==> config.mk <==
export PLATFORM = sky130hd
export DESIGN_NAME = mux_onehot_rr_stage
export DESIGN_NICKNAME = d
export VERILOG_FILES = /design/src/rtl/mux_onehot_pkg.sv /design/src/rtl/mux_onehot_rr_stage_arb.sv /design/src/rtl/mux_onehot_rr_stage.sv
export SDC_FILE = /design/constraint.sdc
export NUM_CORES = 1
export LEC_CHECK = 0
export ABC_AREA = 1
export BUFFER_PORTS_ARGS = -buffer_cell sky130_fd_sc_hd__buf_2
export CAP_MARGIN = 30
export CELL_PAD_IN_SITES_DETAIL_PLACEMENT = 0
export CELL_PAD_IN_SITES_GLOBAL_PLACEMENT = 1
export CORE_MARGIN = 2
export CORE_UTILIZATION = 29
export CTS_BUF_LIST = sky130_fd_sc_hd__clkbuf_2 sky130_fd_sc_hd__clkbuf_4 sky130_fd_sc_hd__clkbuf_8
export DETAILED_ROUTE_END_ITERATION = 8
export GPL_ROUTABILITY_DRIVEN = 1
export PLACE_DENSITY = 0.89
export SLEW_MARGIN = 5
export SYNTH_ARGS = -nofsm -noshare
export SYNTH_HDL_FRONTEND = slang
export SYNTH_SLANG_ARGS = --single-unit
==> constraint.sdc <==
create_clock -name clock -period 3 [get_ports clock]
set_input_delay 0.15 -clock clock [delete_from_list [all_inputs] [get_ports clock]]
set_output_delay 0.15 -clock clock [all_outputs]
set_load 0.1 [all_outputs]
==> src/rtl/mux_onehot_pkg.sv <==
// Shared helpers for the round-robin one-hot mux stage:
// index width, one-hot encode and rotate-priority pick.
package mux_onehot_pkg;

  localparam int MAXN  = 64;
  localparam int MAXCW = 6;

  function automatic int cw_of(input int n);
    return (n > 1) ? $clog2(n) : 1;
  endfunction

  function automatic logic [MAXCW-1:0] oh2bin(
    input logic [MAXN-1:0] oh
  );
    logic [MAXCW-1:0] b;
    b = '0;
    for (int i = 0; i < MAXN; i++)
      if (oh[i[MAXCW-1:0]])
        b = b | i[MAXCW-1:0];
    return b;
  endfunction

  // Rotate req so ptr sits at bit 0, take the first set
  // bit, rotate the pick back into channel numbering.
  function automatic logic [MAXN-1:0] rr_first(
    input logic [MAXN-1:0] req,
    input int unsigned     ptr,
    input int unsigned     n
  );
    logic [MAXN-1:0] g;
    logic            hit;
    int unsigned     k;
    g   = '0;
    hit = 1'b0;
    for (int unsigned j = 0; j < MAXN; j++) begin
      k = ptr + j;
      if (k >= n)
        k = k - n;
      if (j < n && !hit && req[k[MAXCW-1:0]]) begin
        g[k[MAXCW-1:0]] = 1'b1;
        hit             = 1'b1;
      end
    end
    return g;
  endfunction

endpackage

==> src/rtl/mux_onehot_rr_stage_arb.sv <==
// Combinational round-robin arbiter, one-hot grant.
// req/ptr in, grant out; lock_en/lock_idx with MUX_ONEHOT_RR_LOCK_EN.
module rr_onehot_arbiter
  import mux_onehot_pkg::*;
#(
  parameter  int N  = 4,
  localparam int CW = cw_of(N)
) (
  input  logic [N-1:0]  req,
  input  logic [CW-1:0] ptr,
`ifdef MUX_ONEHOT_RR_LOCK_EN
  input  logic          lock_en,
  input  logic [CW-1:0] lock_idx,
`endif
  output logic [N-1:0]  grant
);

  logic [N-1:0] w_rr;

  assign w_rr = N'(rr_first(MAXN'(req), 32'(ptr), N));

`ifdef MUX_ONEHOT_RR_LOCK_EN
  logic [N-1:0] w_lk;

  // A locked channel that drops valid gets no grant;
  // nobody else may slip in mid-packet.
  assign w_lk  = N'(MAXN'(1) << lock_idx) & req;
  assign grant = lock_en ? w_lk : w_rr;
`else
  assign grant = w_rr;
`endif

endmodule

==> src/rtl/mux_onehot_rr_stage.sv <==
// N-channel round-robin one-hot mux into a 1-entry output register.
// Ports: clock, reset (async, low), io_in_* (valid/ready/data), io_out_*
// (valid/ready/data/sel/chan). MUX_ONEHOT_RR_LOCK_EN adds packet lock
// with io_in_last / io_out_last.
module mux_onehot_rr_stage
  import mux_onehot_pkg::*;
#(
  parameter  int N  = 4,
  parameter  int W  = 32,
  localparam int CW = cw_of(N)
) (
  input  logic           clock,
  input  logic           reset,
  input  logic [N-1:0]   io_in_valid,
  output logic [N-1:0]   io_in_ready,
  input  logic [N*W-1:0] io_in_data,
`ifdef MUX_ONEHOT_RR_LOCK_EN
  input  logic [N-1:0]   io_in_last,
  output logic           io_out_last,
`endif
  output logic           io_out_valid,
  input  logic           io_out_ready,
  output logic [W-1:0]   io_out_data,
  output logic [N-1:0]   io_out_sel,
  output logic [CW-1:0]  io_out_chan
);

  logic          r_valid;
  logic [W-1:0]  r_data;
  logic [N-1:0]  r_sel;
  logic [CW-1:0] r_chan;
  logic [CW-1:0] r_ptr;

  logic          w_load;
  logic          w_fire;
  logic [N-1:0]  w_grant;
  logic [CW-1:0] w_chan;
  logic [CW-1:0] w_ptr_nxt;
  logic [W-1:0]  w_data;

`ifdef MUX_ONEHOT_RR_LOCK_EN
  logic r_lock;
  logic r_last;
  logic w_last;
`endif

  rr_onehot_arbiter #(.N(N)) u_arb (
    .req      (io_in_valid),
    .ptr      (r_ptr),
`ifdef MUX_ONEHOT_RR_LOCK_EN
    .lock_en  (r_lock),
    .lock_idx (r_chan),
`endif
    .grant    (w_grant)
  );

  assign w_load      = !r_valid || io_out_ready;
  assign io_in_ready = w_grant & {N{w_load}};
  assign w_fire      = w_load && (|w_grant);
  assign w_chan      = CW'(oh2bin(MAXN'(w_grant)));
  assign w_ptr_nxt   = (w_chan == CW'(N - 1))
                     ? '0 : w_chan + CW'(1);

  always_comb begin
    w_data = '0;
    for (int i = 0; i < N; i++)
      w_data = w_data | (io_in_data[i*W +: W] & {W{w_grant[i]}});
  end

`ifdef MUX_ONEHOT_RR_LOCK_EN
  assign w_last = |(io_in_last & w_grant);
`endif

  always_ff @(posedge clock or negedge reset) begin
    if (!reset) begin
      r_valid <= 1'b0;
      r_data  <= '0;
      r_sel   <= '0;
      r_chan  <= '0;
      r_ptr   <= '0;
`ifdef MUX_ONEHOT_RR_LOCK_EN
      r_lock  <= 1'b0;
      r_last  <= 1'b0;
`endif
    end else begin
      if (w_load)
        r_valid <= w_fire;
      if (w_fire) begin
        r_data <= w_data;
        r_sel  <= w_grant;
        r_chan <= w_chan;
`ifdef MUX_ONEHOT_RR_LOCK_EN
        // r_chan doubles as the lock index while locked.
        r_last <= w_last;
        r_lock <= !w_last;
        if (w_last)
          r_ptr <= w_ptr_nxt;
`else
        r_ptr  <= w_ptr_nxt;
`endif
      end
    end
  end

  assign io_out_valid = r_valid;
  assign io_out_data  = r_data;
  assign io_out_sel   = r_sel;
  assign io_out_chan  = r_chan;
`ifdef MUX_ONEHOT_RR_LOCK_EN
  assign io_out_last  = r_last;
`endif

endmodule

# == After elaboration in Yosys (flattened, before gate mapping) ==
# Index checks and enable logic that the tools add are counted.
# classes
n_addsub,8
order_cmp,12
eq_ne,1
n_mux,31
bitwise,11
n_reduce_logical,14
# ops
op,count
$and A32 B32 Y32,4
$ge A32 B3 Y1 const B,3
$or A32 B32 Y32,3
$lt A6 B7 Y1 const B,4
$bmux W1 S6,4
$demux W1 S6,4
$ge A6 B1 Y1 const B,4
$mux W6,4
$sub A6 B3 Y6 const B,3
$mux W4,4
$mux W1,12
$or A4 B4 Y4,3
$logic_and A1 B1 Y1,8
$add A2 B2 Y3 const B,2
$mux W2,3
$and A4 B4 Y4,1
$logic_not A1 Y1,4
$reduce_or A4 Y1,1
$sub A2 B3 Y4 const B,1
$add A2 B1 Y3 const B,1
$ge A2 B3 Y1 const B,1
$add A2 B1 Y2 const B,1
$eq A2 B2 Y1 const B,1
$logic_or A1 B1 Y1,1
# word_totals
regBits,41
in_bits,135

# == Longest topological paths before layout ==
# Gate-level depths: netlist of the first run.
# depth
ltp_word,19
ltp_mapped,16
mapped_depth_nobuf,15

# == Modules after synthesis ==
# From an unflattened synthesis of the first run, not the netlist that was laid out.
# hier_totals
hier_cells,562
area_unflattened_um2,3279.4
# modules_own_cells
module,n_inst,cells_per_inst,area_per_inst_um2,seq_area_each_um2
mux_onehot_rr_stage,1,489,2860.2,1026.0
rr_onehot_arbiter,1,73,419.2,0.0

# == Worst setup path before layout of the first run ==
# OpenSTA, ideal clock, no wires.
# synth_path
kind,reg-to-reg
start,register r_ptr[0]
end,register r_ptr[0]
setup_ps,124
arrival_time_ps,3505
t_required_ps,2876
setup_slack_ps,-630
path_stages_with_launch,12
period_less_slack_ps,3630
cell_sequence,dfrtp_1 inv_2 ha_1 inv_1 nand3_1 nand3_1 nor2_1 nand3_1 a31oi_1 inv_1 nand2_1 a21oi_1
# synth_between
elab_chain_cells,19
word_cells_on_any_way,67
# synth_lines
element,line,rtl
start: declaration,mux_onehot_rr_stage.sv:32,logic [CW-1:0] r_ptr;
start signal: assignment,mux_onehot_rr_stage.sv:99,r_ptr <= w_ptr_nxt;
"parallel branches: the longest is 13 deep, another holds $ge A32 B3 Y1",n/a,
$mux W4 (*),mux_onehot_pkg.sv:39,if (j < n && !hit && req[k[MAXCW-1:0]]) begin
$mux W1,mux_onehot_pkg.sv:18,if (oh[i[MAXCW-1:0]])
$mux W2 (2 in a row),mux_onehot_pkg.sv:18,
$add A2 B1 Y2 or $eq A2 B2 Y1 (tied branches),"mux_onehot_rr_stage.sv:62, mux_onehot_rr_stage.sv:61",
$mux W2,mux_onehot_rr_stage.sv:62,? '0 : w_chan + CW'(1);
# Mark *: on every way between the ends. The select of a mux whose other input is x is not followed.
# A chain may end at the register's enable or synchronous reset.

# == Final worst setup path of the first run ==
# layout_path
start,register r_ptr[0]
end,output port io_in_ready[3]
# layout_between
elab_chain_cells,15
word_cells_on_any_way,60
# layout_lines
element,line,rtl
"parallel branches: the longest is 13 deep, another holds $ge A32 B3 Y1",n/a,
$mux W4 (*),mux_onehot_pkg.sv:39,
$and A4 B4 Y4 (*),mux_onehot_rr_stage.sv:58,assign io_in_ready = w_grant & {N{w_load}};
end: declaration,mux_onehot_rr_stage.sv:15,"output logic [N-1:0] io_in_ready,"
# Marks and branches as above.

==> results of run 1 <==
==> per-stage QoR <==
stage,utilization,hold slack [ns],setup WS (ns),instances,instance area (µm²)
2_1_floorplan,-,-0.146,0.100,557,3160
3_3_place_gp,0.398,0.354,0.437,867,4260
3_5_place_dp,0.398,0.369,0.397,867,4260
4_1_cts,0.408,0.0496,0.0940,874,4360
5_1_grt,0.411,0.247,0.0122,876,4390
6_report,0.411,0.216,0.230,876,4390
==> timing repair <==
action / in CTS / in global routing
setup buffers: 0 / 0
endpoints found under the hold margin: 0 / 13
hold buffers: 0 / 1
endpoints found under the setup margin: 0 / 6
resized for setup: 0 / 2
==> state kept, by name, summed over array words and instances (netlist names) <==
name          cells
io_out_sel        4
io_out_data      32
io_out_chan       2
io_out_valid      1
r_ptr             2
==> Yosys cell counts, types with 3 or more instances <==
| cell type | number | area share |
|---|---|---|
| nand3_2 | 5 | 0.016 |
| buf_4 | 4 | 0.0095 |
| inv_1 | 80 | 0.095 |
| nand3_1 | 14 | 0.022 |
| o21ai_0 | 3 | 0.0048 |
| dfrtp_1 | 41 | 0.33 |
| buf_2 | 15 | 0.024 |
| ha_1 | 8 | 0.032 |
| nand2_2 | 4 | 0.0079 |
| nor2_2 | 4 | 0.0079 |
| a21oi_1 | 4 | 0.0064 |
| nor2_1 | 7 | 0.0083 |
| nand2_1 | 364 | 0.43 |
==> metal layers <==
layer,track usage,vias up
met5,0,-
met4,0.0339,0
met3,0.0289,7
met2,0.294,98
met1,0.212,1551
li1,-,1970
==> cell families after synthesis <==
group / synth area share
AOI/OAI and AO/OA: 0.0159
buffers and inverters: 0.131
and+or+nand+nor: 0.496
adders and majority gates: 0.0318
DFF: 0.326
==> path summary, 6_finish.rpt <==
kind | endpoint | cells after the start | from | slack (ns)
worst max-delay path | io_in_ready[3] | 13 | r_ptr[0] | 0.23
worst min register to register | io_out_data[12] | 2 | io_out_data[12] | 0.48
max in group asynchronous | io_out_data[6] | 3 | reset | 2.23
worst max register to register | io_out_data[27] | 14 | r_ptr[0] | 0.49
worst min-delay path | io_out_data[19] | 7 | io_in_data[83] | 0.22
min in group asynchronous | io_out_data[28] | 2 | reset | 0.30
==> area by class of cell <==
type,instances,area share
multi-input cells,415,0.393
clock inverters,2,0.00797
well taps,140,0.0399
inverters,82,0.0701
flip-flops and latches,41,0.234
clock buffers,5,0.0157
repair buffers,191,0.239
==> worst register-to-register path: stages, from the launching register on <==
cell and delay, ns:
dfrtp_2 0.49, inv_2 0.19, ha_1 0.28, inv_1 0.08, nand3_1 0.09, nand3_2 0.10
nor2_2 0.06, a21oi_1 0.16, nand3_2 0.12, nor2_2 0.24, nand2_1 0.10, nand2_2 0.07
buf_4 0.29, nand2_1 0.10, nand2_1 0.08
==> impl_metrics.json, run 1 <==
{
  "core-area_mm2": 0.0107,
  "finalSetupTns_ns": 0,
  "fin_crit_sh": 0.923,
  "met1_length_um": 4320,
  "critical_path_class": "flop to output pin",
  "finalMaxSlewViolations": 0,
  "seq_area_mm2": 0.00103,
  "vias_per_cell": 4.14,
  "dr.pass1.iters": 4,
  "hold_path.class": "primary input to flop",
  "cp_slowest_stage_delay_ns": 0.49,
  "crit_buf_inv": 5,
  "multi_input_area_mm2": 0.00173,
  "final_common_cell": "nand2_1",
  "ys.flop_type": "dfrtp_1",
  "clkSinkCount": 41,
  "drc": 0,
  "ys_warn_count": 0,
  "die_h_um": 108,
  "cap_violations": 0,
  "slowest_stage": "dfrtp_2",
  "async_reset_ff_frac": 1.00,
  "start_util": 0.295,
  "drive_gt1_frac": 0.293,
  "synth-edff-count": 0,
  "diodes": 0,
  "final_cell_mix": "364 x nand2_1, 174 x buf_2, 80 x inv_1",
  "worstPathArrival_ns": 2.62,
  "cp_top_family": "buffers and inverters",
  "synth_area_mm2": 0.00315,
  "fp-row-count": 38,
  "fill_cells": 1214,
  "cp_max_fo": 19,
  "fin_skew_ns": 0.0190,
  "clockBufferDepth": 2,
  "grt_max_degree": 42,
  "synth_cells": 557,
  "ys_types": 16,
  "max_slew.worst_pin.slew_ns": 0.510,
  "hpwl_um": 7370,
  "synth_seq_cells": 41,
  "gr-total-overflow": 0,
  "fin_crit_ns": 2.77,
  "io_pins": 178,
  "first_iter_violations": 188,
  "synth_area_per_cell_um2": 5.66,
  "dieWidth_um": 108,
  "dieArea_mm2": 0.0117,
  "crit_chain": "inv_2 > ha_1 > inv_1 > nand3_1 > nand3_2 > nand2_2 > nor2_2 > nand2_1 > nand3_2 > buf_4 > nand2_1 > inv_1 > buf_12",
  "syn-num-nets": 700,
  "cts_tree": "built",
  "start_kind": "flop",
  "portBuffers": 177,
  "routedWlPerCell_um": 10.8,
  "insertion_delay_ns": 0.30,
  "finalNetCount": 879,
  "rsz0062_at_grt": "false",
  "outcome": "completed",
  "grt_pass1_wl_um": 15800,
  "postRouteAntennaNets": 0,
  "cts_buffers": 5,
  "grt_pass1_vias": 3376,
  "wirelength_um": 9460,
  "wl_met3_um": 583,
  "place_congestion": 0.759,
  "wl_met2_um": 4460,
  "relSlewSlack": 0.663,
  "grt_antenna_before_repair": 0,
  "fmax_mhz": 361,
  "hold_viol": 0,
  "htreeDepth": 2,
  "vias": 3626,
  "syn2layout_area_growth_pct": 39.4,
  "synth-seq-area-share": 0.326,
  "highest_layer": "met4",
  "root_buffer": "clkbuf_8",
  "endpoint_kind": "output pin",
  "clkTransAtPathRegs_ns": 0.09,
  "grtUsageTotal": 0.166,
  "crit_required_ns": 2.85,
  "setup_viol_count_final": 0
}
Power of run 1 is not shown: default switching activity piles up to over one toggle a cycle in this logic, so the estimate is an artifact.
==> inputs of run 2 (changes only) <==
CELL_PAD_IN_SITES_DETAIL_PLACEMENT = unset   (was 0)
CELL_PAD_IN_SITES_GLOBAL_PLACEMENT = unset   (was 1)
CORE_UTILIZATION = 46   (was 29)
==> run 2 against run 1 <==
  * Cell count decreased by 7.1%
  * Clock skew shrank 0.0078 ns
  * First-iteration DRC count decreased by 26%
  * Sequential cell count did not move
  * Highest routed layer unchanged
==> impl_metrics.json, run 2 (synthesis results as in run 1) <==
{
  "grtUsageTotal": 0.236,
  "die_h_um": 86.8,
  "syn2layout_area_growth_pct": 36.8,
  "io_pins": 178,
  "cts_tree": "built",
  "dieArea_mm2": 0.00753,
  "finalSetupTns_ns": 0,
  "clkSinkCount": 41,
  "fmax_mhz": 362,
  "hpwl_um": 6840,
  "highest_layer": "met4",
  "final_cell_mix": "364 x nand2_1, 174 x buf_2, 80 x inv_1",
  "final_cells": 814,
  "place_congestion": 0.914,
  "dr.pass1.iters": 4,
  "hold_path.class": "primary input to flop",
  "post-cts-setup-buffers": 0,
  "wl_met3_um": 538,
  "fin_skew_ns": 0.0112,
  "dp_cells": 804,
  "cap_violations": 0,
  "diodes": 0,
  "hold_slack_ns": 0.221,
  "drive_gt1_frac": 0.292,
  "endpoint_kind": "output pin",
  "vias_per_cell": 4.59,
  "cts_buffers": 5,
  "worstPathArrival_ns": 2.62,
  "grt_max_degree": 42,
  "rr_worst_depth": 15,
  "hold_viol": 0,
  "dieWidth_um": 86.8,
  "crit_required_ns": 2.85,
  "routedWlPerCell_um": 11.1,
  "setup_viol_count_final": 0,
  "portBuffers": 177,
  "min_from": "io_in_data[79]",
  "grt_pass1_wl_um": 14300,
  "reg2reg_slack_ns": 0.36,
  "rsz0062_at_grt": "false",
  "insertion_delay_ns": 0.29,
  "final_core_util": 0.642,
  "grt_antenna_before_repair": 0,
  "start_util": 0.469,
  "largest_register_ffs": 32,
  "gr-total-overflow": 0,
  "r2r_end": "io_out_data[27]",
  "finalNetCount": 876,
  "max_slew.worst_pin.slew_ns": 0.512,
  "finalMaxSlewViolations": 0,
  "fin_crit_ns": 2.77,
  "postRouteAntennaNets": 0,
  "vias": 3733,
  "wl_met2_um": 4570,
  "clockBufferDepth": 2,
  "outcome": "completed",
  "wirelength_um": 9010,
  "cp_max_fo": 33,
  "root_buffer": "clkbuf_8",
  "fin_crit_sh": 0.922,
  "worst_hold_path.endpoint": "io_out_data[15]",
  "critical_path_class": "flop to output pin",
  "htreeDepth": 2,
  "drc": 0,
  "first_iter_violations": 139,
  "core-area_mm2": 0.00672,
  "final_common_cell": "nand2_1",
  "start_kind": "flop",
  "clkTransAtPathRegs_ns": 0.08,
  "relSlewSlack": 0.661,
  "grt_pass1_vias": 3337,
  "regToRegStartpoint": "r_ptr[1]",
  "met1_length_um": 3750,
  "fp-row-count": 30,
  "min_path_cells": 7
}
[run 2: changes by cell type in the layout (fill, tap and decap cells not counted), sizes merged]
cell / before / now
buf: 190 / 187
bufinv: 1 / 0
clkbuf: 5 / 6
clkinv: 1 / 2
[run 2: per-layer routing]
layer	vias to the layer above	track usage
met3	14	0.0324
li1	1957	-
met4	0	0.0724
met5	-	0
met2	140	0.437
met1	1622	0.280
[run 2: area by class of cell]
| class | instances | area, µm² |
|---|---|---|
| Tap cell | 80 | 100 |
| Clock buffer | 6 | 76.3 |
| Fill cell | 624 | 2410 |
| Sequential cell | 41 | 1030 |
| Timing Repair Buffer | 188 | 1070 |
| Inverter | 82 | 308 |
| Multi-Input combinational cell | 415 | 1720 |
| Clock inverter | 2 | 10.0 |
[run 2: repair_timing]
| action | 4_1_cts | 5_1_grt |
|---|---|---|
| hold buffers | 0 | 1 |
| endpoints found under the setup margin | 1 | 20 |
| gates resized for setup | 1 | 6 |
| endpoints found under the hold margin | 0 | 17 |
[run 2: per-stage QoR]
step / area, µm² / worst slack (ns)
floorplan: 3160 / 0.100
global placement: 4160 / 0.491
detailed placement: 4160 / 0.280
CTS: 4250 / 0.00394
global route: 4310 / 0.0155
finish: 4310 / 0.234
[run 2: how the worst max path moves through the flow]
stage,startpoint,end,cells after the start
2_1_floorplan,r_ptr[0],r_ptr[0],12
3_3_place_gp,r_ptr[0],io_in_ready[2],13
3_5_place_dp,r_ptr[0],io_in_ready[3],12
4_1_cts,r_ptr[0],io_in_ready[2],12
5_1_grt,r_ptr[0],io_in_ready[2],12
6_report,r_ptr[1],io_in_ready[2],12
[run 2: critical path, cell delays in order, from the launching register on]
cell,delay [ns]
dfrtp_2,0.46
inv_1,0.15
ha_1,0.34
inv_1,0.06
nand3_1,0.08
nand3_1,0.09
nor2_1,0.21
nand3_1,0.15
nand3_2,0.13
buf_8,0.23
nand2_1,0.10
inv_1,0.14
buf_12,0.19
Power of run 2 is left out for the same reason.
